[src/rtl/operand_mem_loader.sv]
// Streams NUM_WORDS operand words into a single-port RAM, then reads them back
// and compares an XOR checksum of the readback against the written stream.

`ifndef DATA_WIDTH
`define DATA_WIDTH 32
`endif

module operand_mem_loader #(
    parameter int DATA_WIDTH = `DATA_WIDTH,
    parameter int ADDR_WIDTH = 7,
    parameter int NUM_WORDS  = 128
) (
    input  logic                  clock,
    input  logic                  reset,
    input  logic                  start,
    input  logic                  in_valid,
    input  logic [DATA_WIDTH-1:0] in_data,
    output logic                  in_ready,
    output logic [ADDR_WIDTH-1:0] mem_address,
    output logic [DATA_WIDTH-1:0] mem_data,
    output logic                  mem_wren,
    input  logic [DATA_WIDTH-1:0] mem_q,
    output logic                  busy,
    output logic                  done,
    output logic                  check_ok
);

    localparam int CW = ADDR_WIDTH + 1;
    localparam logic [CW-1:0] LAST_WORD    = CW'(NUM_WORDS - 1);
    localparam logic [CW-1:0] VERIFY_END   = CW'(NUM_WORDS + 1);
    localparam logic [CW-1:0] FIRST_SAMPLE = CW'(2);

    typedef enum logic [1:0] {
        IDLE,
        LOAD,
        VERIFY,
        DONE
    } state_t;

    state_t                state, state_next;
    logic [CW-1:0]         counter, counter_next;
    logic [DATA_WIDTH-1:0] wr_sum, wr_sum_next;
    logic [DATA_WIDTH-1:0] rd_sum, rd_sum_next;
    logic                  check_ok_next;
    logic                  transfer;

    always_ff @(posedge clock) begin
        if (reset) begin
            state    <= IDLE;
            counter  <= '0;
            wr_sum   <= '0;
            rd_sum   <= '0;
            check_ok <= 1'b0;
        end else begin
            state    <= state_next;
            counter  <= counter_next;
            wr_sum   <= wr_sum_next;
            rd_sum   <= rd_sum_next;
            check_ok <= check_ok_next;
        end
    end

    // The counter doubles as write address in LOAD and as read address and
    // cycle index in VERIFY; reads return two cycles after issue.
    always_comb begin
        state_next    = state;
        counter_next  = counter;
        wr_sum_next   = wr_sum;
        rd_sum_next   = rd_sum;
        check_ok_next = check_ok;
        in_ready      = 1'b0;
        mem_wren      = 1'b0;
        busy          = 1'b1;
        done          = 1'b0;
        transfer      = 1'b0;

        case (state)
            IDLE: begin
                busy = 1'b0;
                if (start) begin
                    state_next    = LOAD;
                    counter_next  = '0;
                    wr_sum_next   = '0;
                    rd_sum_next   = '0;
                    check_ok_next = 1'b0;
                end
            end
            LOAD: begin
                in_ready = ~reset;
                transfer = in_valid & ~reset;
                mem_wren = transfer;
                if (transfer) begin
                    wr_sum_next = wr_sum ^ in_data;
                    if (counter == LAST_WORD) begin
                        state_next   = VERIFY;
                        counter_next = '0;
                    end else begin
                        counter_next = counter + 1'b1;
                    end
                end
            end
            VERIFY: begin
                if (counter >= FIRST_SAMPLE) begin
                    rd_sum_next = rd_sum ^ mem_q;
                end
                if (counter == VERIFY_END) begin
                    state_next    = DONE;
                    counter_next  = '0;
                    check_ok_next = ((rd_sum ^ mem_q) == wr_sum);
                end else begin
                    counter_next = counter + 1'b1;
                end
            end
            DONE: begin
                done       = 1'b1;
                state_next = IDLE;
            end
            default: begin
                state_next = IDLE;
            end
        endcase
    end

    assign mem_address = counter[ADDR_WIDTH-1:0];
    assign mem_data    = in_data;

endmodule

[config.mk]
export PLATFORM = sky130hd
export DESIGN_NAME = operand_mem_loader
export DESIGN_NICKNAME = d
export VERILOG_FILES = /design/src/rtl/operand_mem_loader.sv
export SDC_FILE = /design/constraint.sdc
export NUM_CORES = 1
export LEC_CHECK = 0
export ABC_AREA = 1
export CAP_MARGIN = 5
export CORE_AREA = 2 2 128 80
export CTS_BUF_LIST = sky130_fd_sc_hd__clkbuf_8
export CTS_CLUSTER_SIZE = 30
export DETAILED_ROUTE_END_ITERATION = 12
export DIE_AREA = 0 0 130 82
export PLACE_DENSITY = 0.8
export SETUP_SLACK_MARGIN = 0.4
export SLEW_MARGIN = 20
export SYNTH_ARGS = -nofsm -noshare
export SYNTH_HDL_FRONTEND = slang
export SYNTH_SLANG_ARGS = --single-unit
[constraint.sdc]
create_clock -name clock -period 2.1 [get_ports clock]
set_clock_uncertainty 0.1 [all_clocks]
set_input_delay 0.21 -clock clock [delete_from_list [all_inputs] [get_ports clock]]
set_output_delay 0.21 -clock clock [all_outputs]
set_load 0.005 [all_outputs]
==> impl_metrics.csv, run 1 <==
group,metric,value,unit
run_status,outcome,"finished clean",
timing,max_slew.worst_pin.slew,0.4753,ns
place,finalWeightedCongestion,0.8452,
worst_setup_path,critPathLaunchType,"register",
place,hpwlAfterDp,9.604,mm
die,floorplan.rows,28,
cells_and_area,area_growth,49.51,%
synth,synth.avg_cell_area,6.519,sq um
drt,antenna_violating_nets_post_route,0,
die,chipWidth,130,um
place,numPortBuffers,111,
global_routing,grtUsageMet2,52.62,%
global_routing,grt-busiest-layer,"met2",
synth,seq_area_frac_synth,32.08,%
global_routing,grt_remaining_overflow,0,
power_and_ir_drop,clock_power_share,11.2,%
drt,via_per_inst,5.862,
timing,rsz0062_at_grt,"yes",
worst_setup_path,path_class,"register to register",
global_routing,grtUsageMet3,5.928,%
global_routing,maximum_number_of_pins_on_one_net_before_global_route_repair,32,
die,die_h,82,um
global_routing,globalRouteTotalUtil,30.12,%
timing,layout_min_cycle_time,2.084,ns
synth,synthDominantAreaCellType,"sky130_fd_sc_hd__dfxtp_1",
place,place_worst_setup_slack,0.03080,ns
timing,max-slew-margin-rel,68.08,%
synth,synth_cell_types,32,
power_and_ir_drop,vdd_ir_drop_max,0.5719,mV
clock_tree,cts_buffers,9,
power_and_ir_drop,total_switching_power,0.004041,W
synth,synth.ff_latch_count,75,
hold_path,timing.hold.worst.class,"register to register",
power_and_ir_drop,power.share.sequential,24.1,%
worst_setup_path,timing.critical_path.to_type,"register",
worst_setup_path,cp_data_required_time,2.25,ns
timing,final_hold_viol_count,0,
cells_and_area,drive_above_1_share,20.10,%
clock_tree,clock_path_buffers,2,
power_and_ir_drop,p_per_area,1291,nW/um^2
cells_and_area,diodes,0,
timing,setup_viol,0,
power_and_ir_drop,comb_power_share,64.8,%
worst_setup_path,worst-r2r-setup-slack,0.02,ns
global_routing,grt.met1_usage,36.11,%
synth,synthesis.instances,718,
cells_and_area,nNetsFinal,901,
synth,synth_nets,794,
drt,initialDrtViolationCount,728,
timing,clock.fmax,479.9,MHz
job,maxCapViolCount,0,
clock_tree,cts.hold.buffers_added,0,
clock_tree,clk_pin_slew,0.07,ns
synth,synth-edff-count,0,
timing,timing.final.ws_setup,0.01616,ns
synth,synth-async-reset-ratio,0,%
drt,drt_pre_antenna_iters,5,
clock_tree,h-tree-depth,3,
drt,dr_total_vias,5633,
clock_tree,tritoncts,"built",
clock_tree,clk_root_buffer_cell,"sky130_fd_sc_hd__clkbuf_8",
synth,netlist_area,4681,sq um
global_routing,antenna_found_initial,0,
synth,synth_top_flop_cell,"sky130_fd_sc_hd__dfxtp_1",
timing,final_max_slew_viol_count,0,
power_and_ir_drop,power.share.switching,44.74,%
place,placedInstanceArea,5698,sq um
global_routing,grt_first_pass_wirelength,24.60,mm
die,floorplan.initialDensity,48.94,%
die,core,9564,sq um
synth,synth.yosys.warnings,0,
power_and_ir_drop,power.leakage,3.017,nW
worst_setup_path,worst_path_arrival_time,2.23,ns
cells_and_area,postLayoutCellArea,6998,sq um
die,io-pin-count,112,
global_routing,first_global_vias,5193,
drt,route.detailed.drc,0,
drt,totalWireLength,17.99,mm
timing,final.period_utilization,99.23,%
die,design.die.area,10660,sq um
power_and_ir_drop,cellInternalPower,0.004992,W
drt,wire_per_inst,18.72,um
synth,synth_top_cells_by_area,"sky130_fd_sc_hd__dfxtp_1 32%, sky130_fd_sc_hd__nand2_1 12%, sky130_fd_sc_hd__inv_1 10%, sky130_fd_sc_hd__o21ai_0 6.3%, sky130_fd_sc_hd__buf_4 6.3%",
synth,most_repeated_cell_in_the_gate_level_netlist_after_synthesis,"sky130_fd_sc_hd__nand2_1",
clock_tree,clock-sinks,75,
synth,synth.top_cell.area_share,32.08,%
clock_tree,clock_insertion_delay_worst_skew,0.38,ns
synth,netlist_top_cells_count,"153 x sky130_fd_sc_hd__nand2_1, 126 x sky130_fd_sc_hd__inv_1, 75 x sky130_fd_sc_hd__dfxtp_1",
worst_setup_path,crit_fanout,7,
[layer usage]
metal / vias to the layer above / wire [um]
li1: 2478 / -
met1: 2592 / 6810
met2: 443 / 8184
met3: 120 / 2108
met4: 0 / 888
met5: - / 0
[metrics by stage]
stage	total power, W	setup TNS [ns]	cells	hold slack [ns]	utilization (%)
detailed placement	0.005352	0	913	0.3627	59.58
CTS	0.008080	0	953	0.3730	70.41
global placement	0.005141	0	913	0.3514	59.58
finish	0.009033	0	961	0.3704	73.17
floorplan	0.004404	0	718	0.3439	-
global route	0.009398	-0.03484	961	0.3983	73.17
[final cells by class]
| class | instances | area, sq um |
|---|---|---|
| clock buffer | 11 | 151.4 |
| clock inverter | 1 | 3.754 |
| fill | 627 | 2566 |
| inverter | 127 | 500.5 |
| multi-input combinational | 455 | 2851 |
| sequential | 75 | 1519 |
| tap | 135 | 168.9 |
| timing repair buffer | 156 | 1795 |
| timing repair inverter | 1 | 7.507 |
[critical path, stage by stage, from the launching register on]
cell,delay (ns)
sky130_fd_sc_hd__dfxtp_4,0.39
sky130_fd_sc_hd__inv_6,0.05
sky130_fd_sc_hd__ha_4,0.18
sky130_fd_sc_hd__inv_4,0.06
sky130_fd_sc_hd__nor2_4,0.04
sky130_fd_sc_hd__nor2_4,0.19
sky130_fd_sc_hd__o21ai_4,0.14
sky130_fd_sc_hd__buf_6,0.17
sky130_fd_sc_hd__buf_12,0.14
sky130_fd_sc_hd__nor3_4,0.18
sky130_fd_sc_hd__a21oi_2,0.05
sky130_fd_sc_hd__nor2_1,0.28
[registers in the layout, indices dropped and copies added (netlist names)]
signal and cells:
rd_sum 32, wr_sum 32, counter 8, state 2, check_ok 1
[logic make-up (layout without fill, tap and decap cells)]
kind of cell,after synthesis,in the layout,synth area share [%]
AO/OA/AOI/OAI,124,124,14.89
adder cells (fa/ha/maj),8,8,2.139
flip-flops,75,75,32.08
buffers and inverters,188,296,18.82
XOR/XNOR,13,13,2.433
AND/OR/NAND/NOR,310,310,29.64
[path summary, 6_finish.rpt]
check | startpoint | end | cells after the start
worst max-delay path | state[0] | wr_sum[23] | 11
worst min-delay path | rd_sum[17] | rd_sum[17] | 2
worst max register to register | state[0] | wr_sum[23] | 11
worst min register to register | rd_sum[17] | rd_sum[17] | 2
[power by group through the flow]
stage	sequential (W)	combinational (W)	clock, W
global placement	0.00211	0.00303	0
detailed placement	0.00215	0.00320	0
floorplan	0.00208	0.00232	0
global route	0.00220	0.00616	0.00104
CTS	0.00213	0.00498	0.000971
finish	0.00217	0.00585	0.00101
[layout by cell type (no fill, tap or decap), types with 17 or more instances in the layout]
cell and count:
sky130_fd_sc_hd__nand2_1 149, sky130_fd_sc_hd__inv_1 120, sky130_fd_sc_hd__clkdlybuf4s50_1 107, sky130_fd_sc_hd__dfxtp_1 69, sky130_fd_sc_hd__nand3_1 40, sky130_fd_sc_hd__o21ai_0 35
sky130_fd_sc_hd__nor2_1 33, sky130_fd_sc_hd__a21oi_1 33, sky130_fd_sc_hd__nor3b_2 23, sky130_fd_sc_hd__buf_4 17
[what timing repair did]
action | 4_1_cts | 5_1_grt
pin swaps | 28 | 23
gates cloned | 10 | 0
buffers inserted | 18 | 8
gates resized for setup | 118 | 62
setup endpoints to repair | 80 | 77
Note: power is estimated with default switching activity, not from simulation.
==> run 2, diff against run 1 <==
Settings changed: TNS_END_PERCENT set to 20.
==> impl_metrics.csv, run 2 (synthesized netlist as in run 1, its figures left out) <==
group,metric,value,unit
drt,dr_total_vias,5042,
timing,final_max_slew_viol_count,0,
worst_setup_path,worst_setup_endpoint,"wr_sum[29]",
clock_tree,h-tree-depth,3,
worst_setup_path,timing.critical_path.to_type,"register",
clock_tree,clk_pin_slew,0.07,ns
die,design.die.area,10660,sq um
cells_and_area,area_growth,36.73,%
hold_path,timing.hold.worst.class,"register to register",
die,io-pin-count,112,
die,floorplan.rows,28,
power_and_ir_drop,power,0.007341,W
drt,route.detailed.drc,0,
cells_and_area,multi_input_comb_area,2574,sq um
cells_and_area,most_common_library_cell_in_the_layout_ignoring_fill_and_taps,"sky130_fd_sc_hd__nand2_1",
cells_and_area,layout.cells.most_common_list,"147 x sky130_fd_sc_hd__nand2_1, 120 x sky130_fd_sc_hd__inv_1, 109 x sky130_fd_sc_hd__clkdlybuf4s50_1, 71 x sky130_fd_sc_hd__dfxtp_1, 55 x sky130_fd_sc_hd__o21ai_0",
power_and_ir_drop,power.leakage,2.796,nW
worst_setup_path,critPathLaunchType,"register",
place,hpwlAfterDp,9.604,mm
timing,fin_worst_hold_slack,0.3702,ns
place,numPortBuffers,111,
cells_and_area,drive_above_1_share,11.50,%
worst_setup_path,cp_data_required_time,2.26,ns
global_routing,grt_first_pass_wirelength,20.05,mm
run_status,outcome,"finished clean",
timing,final.period_utilization,91.17,%
clock_tree,clock_path_buffers,2,
global_routing,grt_remaining_overflow,0,
power_and_ir_drop,vdd_ir_drop_max,0.4895,mV
drt,totalWireLength,14.42,mm
cells_and_area,final-seq-area,1516,sq um
job,maxCapViolCount,0,
global_routing,globalRouteTotalUtil,24.23,%
die,chipWidth,130,um
global_routing,maximum_number_of_pins_on_one_net_before_global_route_repair,32,
die,core,9564,sq um
timing,setup_viol,0,
place,place_inst,913,
cells_and_area,largest_registers,"rd_sum (32), wr_sum (32), counter (8)",
clock_tree,tritoncts,"built",
timing,clock.fmax,522.3,MHz
timing,rsz0062_at_grt,"yes",
timing,layout_min_cycle_time,1.914,ns
worst_setup_path,worst-r2r-setup-slack,0.19,ns
clock_tree,cts.hold.buffers_added,0,
global_routing,first_global_vias,4379,
worst_setup_path,r2r_end,"wr_sum[29]",
cells_and_area,nFillCells,748,
hold_path,hold_path_startpoint,"rd_sum[17]",
timing,max-slew-margin-rel,65.61,%
drt,initialDrtViolationCount,411,
worst_setup_path,r2r_cells,9,
cells_and_area,nNetsFinal,884,
timing,summed_negative_setup_slack_over_all_endpoints,0,ns
timing,final_hold_viol_count,0,
clock_tree,clk_root_buffer_cell,"sky130_fd_sc_hd__clkbuf_8",
drt,wire_per_inst,15.28,um
clock_tree,clock_insertion_delay_worst_skew,0.36,ns
worst_setup_path,path_class,"register to register",
drt,antenna_violating_nets_post_route,0,
clock_tree,clock-sinks,75,
timing,max_slew.worst_pin.slew,0.5122,ns
cells_and_area,layoutNonFillerInstCount,944,
global_routing,antenna_found_initial,0,
die,floorplan.initialDensity,48.94,%
worst_setup_path,first_element_of_the_critical_path,"state[0]",
die,die_h,82,um
worst_setup_path,crit_fanout,14,
drt,via_per_inst,5.341,
place,place_worst_setup_slack,0.03080,ns
power_and_ir_drop,p_per_area,1147,nW/um^2
timing,timing.final.ws_setup,0.1855,ns
worst_setup_path,worst_r2r_startpoint,"state[0]",
place,finalWeightedCongestion,0.8452,
clock_tree,cts_buffers,9,
drt,drt_pre_antenna_iters,5,
cells_and_area,diodes,0,
worst_setup_path,worst_path_arrival_time,2.07,ns
-- run 2: cell types whose count changed in the layout (fill, tap and decap cells not counted), sizes merged --
cell and delta:
clkdlybuf4s50 +2, buf -18, clkbuf +1, dlygate4sd2 -2
-- run 2: cell type report --
cell class	count	share of cell area, %
inverter	127	7.781
tap	135	2.639
sequential	75	23.69
clock inverter	1	0.05865
multi-input combinational	455	40.22
clock buffer	11	2.366
timing repair buffer	139	23.13
timing repair inverter	1	0.1173
-- run 2: where the power goes --
part,switching (W),leakage (nW),internal [W],total [W]
clock network,0.000511,0.0844,0.000464,0.000975
registers,0.000276,0.617,0.00187,0.00214
logic,0.00241,2.09,0.00181,0.00422
-- run 2: worst max-delay path: stages (launching register included) --
cell and delay [ns]:
sky130_fd_sc_hd__dfxtp_4 0.36, sky130_fd_sc_hd__buf_12 0.12, sky130_fd_sc_hd__ha_4 0.16, sky130_fd_sc_hd__inv_4 0.08, sky130_fd_sc_hd__a21oi_4 0.04, sky130_fd_sc_hd__nor2_4 0.14
sky130_fd_sc_hd__o21ai_4 0.12, sky130_fd_sc_hd__buf_4 0.20, sky130_fd_sc_hd__o21ai_0 0.21, sky130_fd_sc_hd__nor3b_1 0.26
-- run 2: worst min-delay path by stage --
stage / endpoint / slack (ns) / depth (start not counted)
global route: rd_sum[13] / 0.39 / 2
global placement: rd_sum[24] / 0.35 / 2
floorplan: rd_sum[10] / 0.34 / 2
CTS: rd_sum[17] / 0.37 / 2
finish: rd_sum[17] / 0.37 / 2
detailed placement: rd_sum[17] / 0.36 / 2
-- run 2: layer usage --
layer  global-route usage [%]  part of all wire [%]
met5                        0                     0
met4                    8.387                   2.6
met3                    4.495                   8.3
met2                    41.05                    47
met1                    31.32                    42
-- run 2: timing repair --
| action | CTS | global route |
|---|---|---|
| pin swaps | 5 | 10 |
| resized for setup | 17 | 62 |
| buffers inserted | 6 | 10 |
| gates cloned | 1 | 2 |
| setup endpoints to repair | 80 | 80 |
-- run 2: stage by stage --
step	util (%)	area, sq um
2_1_floorplan	-	4711
3_5_place_dp	59.58	5698
4_1_cts	62.32	5961
6_report	66.92	6400
3_3_place_gp	59.58	5698
5_1_grt	66.92	6400
==> run 3, diff against run 2 <==
Settings changed: SLEW_MARGIN 20 to not set.
==> results of run 3 <==
Final layout, timing and power as in run 2 (identical DEF).
==> edit (flow settings as in run 2) <==
Change the parameter `ADDR_WIDTH` from 7 to 8.
--- a/src/rtl/operand_mem_loader.sv
+++ b/src/rtl/operand_mem_loader.sv
@@ -8,5 +8,5 @@
 module operand_mem_loader #(
     parameter int DATA_WIDTH = `DATA_WIDTH,
-    parameter int ADDR_WIDTH = 7,
+    parameter int ADDR_WIDTH = 8,
     parameter int NUM_WORDS  = 128
 ) (
Ports: changed (resized mem_address); port bits go from 112 to 113. No check against the original RTL was run, so the function may have changed too.
==> edit against run 2 <==
  * Global-route usage increased by 0.44 points
  * Clock power increased by 9%
  * First-iteration DRC count decreased by 15%
  * Area after synthesis increased by 8.4%
  * Routed wire length decreased by 3.5%
  * Power increased by 1.4%
  * Design area increased by 5.1%
  * Sequential cell count increased by 1
  * Cell count increased by 5.8%
  * Setup slack improved by 0.028 ns
  * Critical path type unchanged
  * Largest power group unchanged
==> edit: results (changes against run 2) <==
outcome: "finished, final reports clean"
leakagePower_nw: 2.93  # +4.6%
yosys-top-cells-area: "dfxtp_1, nand2_1, inv_1"
synthXorXnorAreaFrac_pct: 1.90  # -0.53 points
ys.flop_type: "dfxtp_1"
synthTopCellsByCount: "nand2_1, inv_1, dfxtp_1, o21ai_0"
top_regs: "rd_sum: 32 flops, wr_sum: 32 flops, counter: 9 flops"
antenna_cells: 0  # unchanged
antenna_found_initial: 0  # unchanged
path_max_fanout: 5  # -9
yosys-mux-area-fraction_pct: 0  # unchanged
initial_utilization_pct: 53.1  # +4.1 points
ys_seq_area_share_pct: 30.0  # -2.1 points
path_delay_family: "simple AND/OR/NAND/NOR gates"
grt_pass1_wl_um: 20700  # +3.2%
syn_nets: 848  # +6.8%
synthArstFlopShare_pct: 0  # unchanged
first_pass_iters: 5  # unchanged
root_buffer: "clkbuf_8"
yosys_warnings: 0  # unchanged
track_usage_pct: 24.7  # +0.44 points
hold_path_class: "reg2reg"
nFillCells: 753  # +0.67%
h-tree-depth: 3  # unchanged
place.gp.congestion: 0.842  # -0.44%
crit_slowest_cell: "dfxtp_4"
r2r_slack_ns: 0.21  # +0.03 ns
fin_nets: 935  # +5.8%
drt_iter0_drc: 351  # -15%
cts_buffers: 9  # unchanged
route.vias.total: 5174  # +2.6%
clk_latency_ns: 0.36  # about the same
cp_data_arrival_time_ns: 2.04  # -0.03 ns
dp_hpwl_um: 9330  # -2.8%
path_clk_slew_ns: 0.08
drive_above_1_share_pct: 15.3  # +3.8 points
ys_types: 33  # +3.1%
grt_max_degree: 39  # +22%
relSlewSlack_pct: 69.5  # +3.9 points
yosys.area_share.adder_pct: 1.97  # -0.17 points
synth_top_family_by_area: "simple AND/OR/NAND/NOR gates"
io_buffers: 112  # +0.90%
totalWireLength_um: 13900  # -3.5%
synth_compound_area_share_pct: 13.9  # -1.0 points
first_global_vias: 4801  # +9.6%
cpPeakStageDelay_ns: 0.39  # +0.03 ns
cts_buffer_depth: 2  # unchanged
peakVddDrop_mv: 0.551  # +13%
intPower_mw: 4.22  # +1.9%
[edit: area by class of cell]
class                           count  area share (%)
Multi-Input combinational cell    497            42.6
Clock buffer                       12            2.46
Inverter                          135            7.79
Timing Repair Buffer              140            21.6
Clock inverter                      4           0.242
Tap cell                          135            2.51
Sequential cell                    76            22.8
[edit: routing by layer]
metal / GRT usage [%] / vias to the layer above / wire, um
li1: - / 2590 / -
met1: 29.6 / 2362 / 6060
met2: 43.9 / 201 / 6600
met3: 5.28 / 21 / 1060
met4: 9.25 / 0 / 193
met5: 0 / - / 0
[edit: final timing paths]
check / from / end / cells after the start
setup reg to reg: counter[0]$_SDFFE_PP0P_ / counter[1]$_SDFFE_PP0P_ / 11
hold reg to reg: rd_sum[4]$_SDFFE_PP0P_ / rd_sum[4]$_SDFFE_PP0P_ / 2
hold / removal: rd_sum[4]$_SDFFE_PP0P_ / rd_sum[4]$_SDFFE_PP0P_ / 2
setup / recovery: counter[0]$_SDFFE_PP0P_ / counter[1]$_SDFFE_PP0P_ / 11
[edit: worst register-to-register path, delay by kind of cell (launching register included)]
kind	cells	cell delay, ns
compound gates	1	0.14
flops	1	0.39
simple gates	9	1.00
fa+ha+maj	1	0.15
[edit: what timing repair did]
action | in CTS | in global routing
resized for setup | 21 | 72
hold endpoints to repair | 0 | 0
gates cloned | 1 | 4
endpoints found under the setup margin | 80 | 81
buffers inserted | 4 | 8
pin swaps | 1 | 27
[edit: power groups by stage]
stage	registers (mW)	clock network, mW	logic (mW)
floorplan	2.07	0	2.53
global placement	2.10	0	3.22
detailed placement	2.13	0	3.38
CTS	2.12	1.06	3.56
global route	2.18	1.14	4.64
finish	2.15	1.06	4.24
[edit: cell families after synthesis]
family	after synthesis
xor gates and xnor gates	11
adders and majority gates	8
AOI/OAI and AO/OA	128
buffers and inverters	199
DFF	76
and+or+nand+nor	350
[edit: metrics by stage]
step / utilization [%] / hold WS, ns / std cells / setup slack [ns] / instance area, um2
4_1_cts: 66.4 / 0.374 / 987 / 0.266 / 6350
5_1_grt: 70.3 / 0.400 / 999 / 0.108 / 6730
3_3_place_gp: 63.4 / 0.352 / 966 / 0.222 / 6070
3_5_place_dp: 63.4 / 0.362 / 966 / 0.135 / 6070
2_1_floorplan: - / 0.338 / 772 / 0.369 / 5080
6_report: 70.3 / 0.375 / 999 / 0.214 / 6730
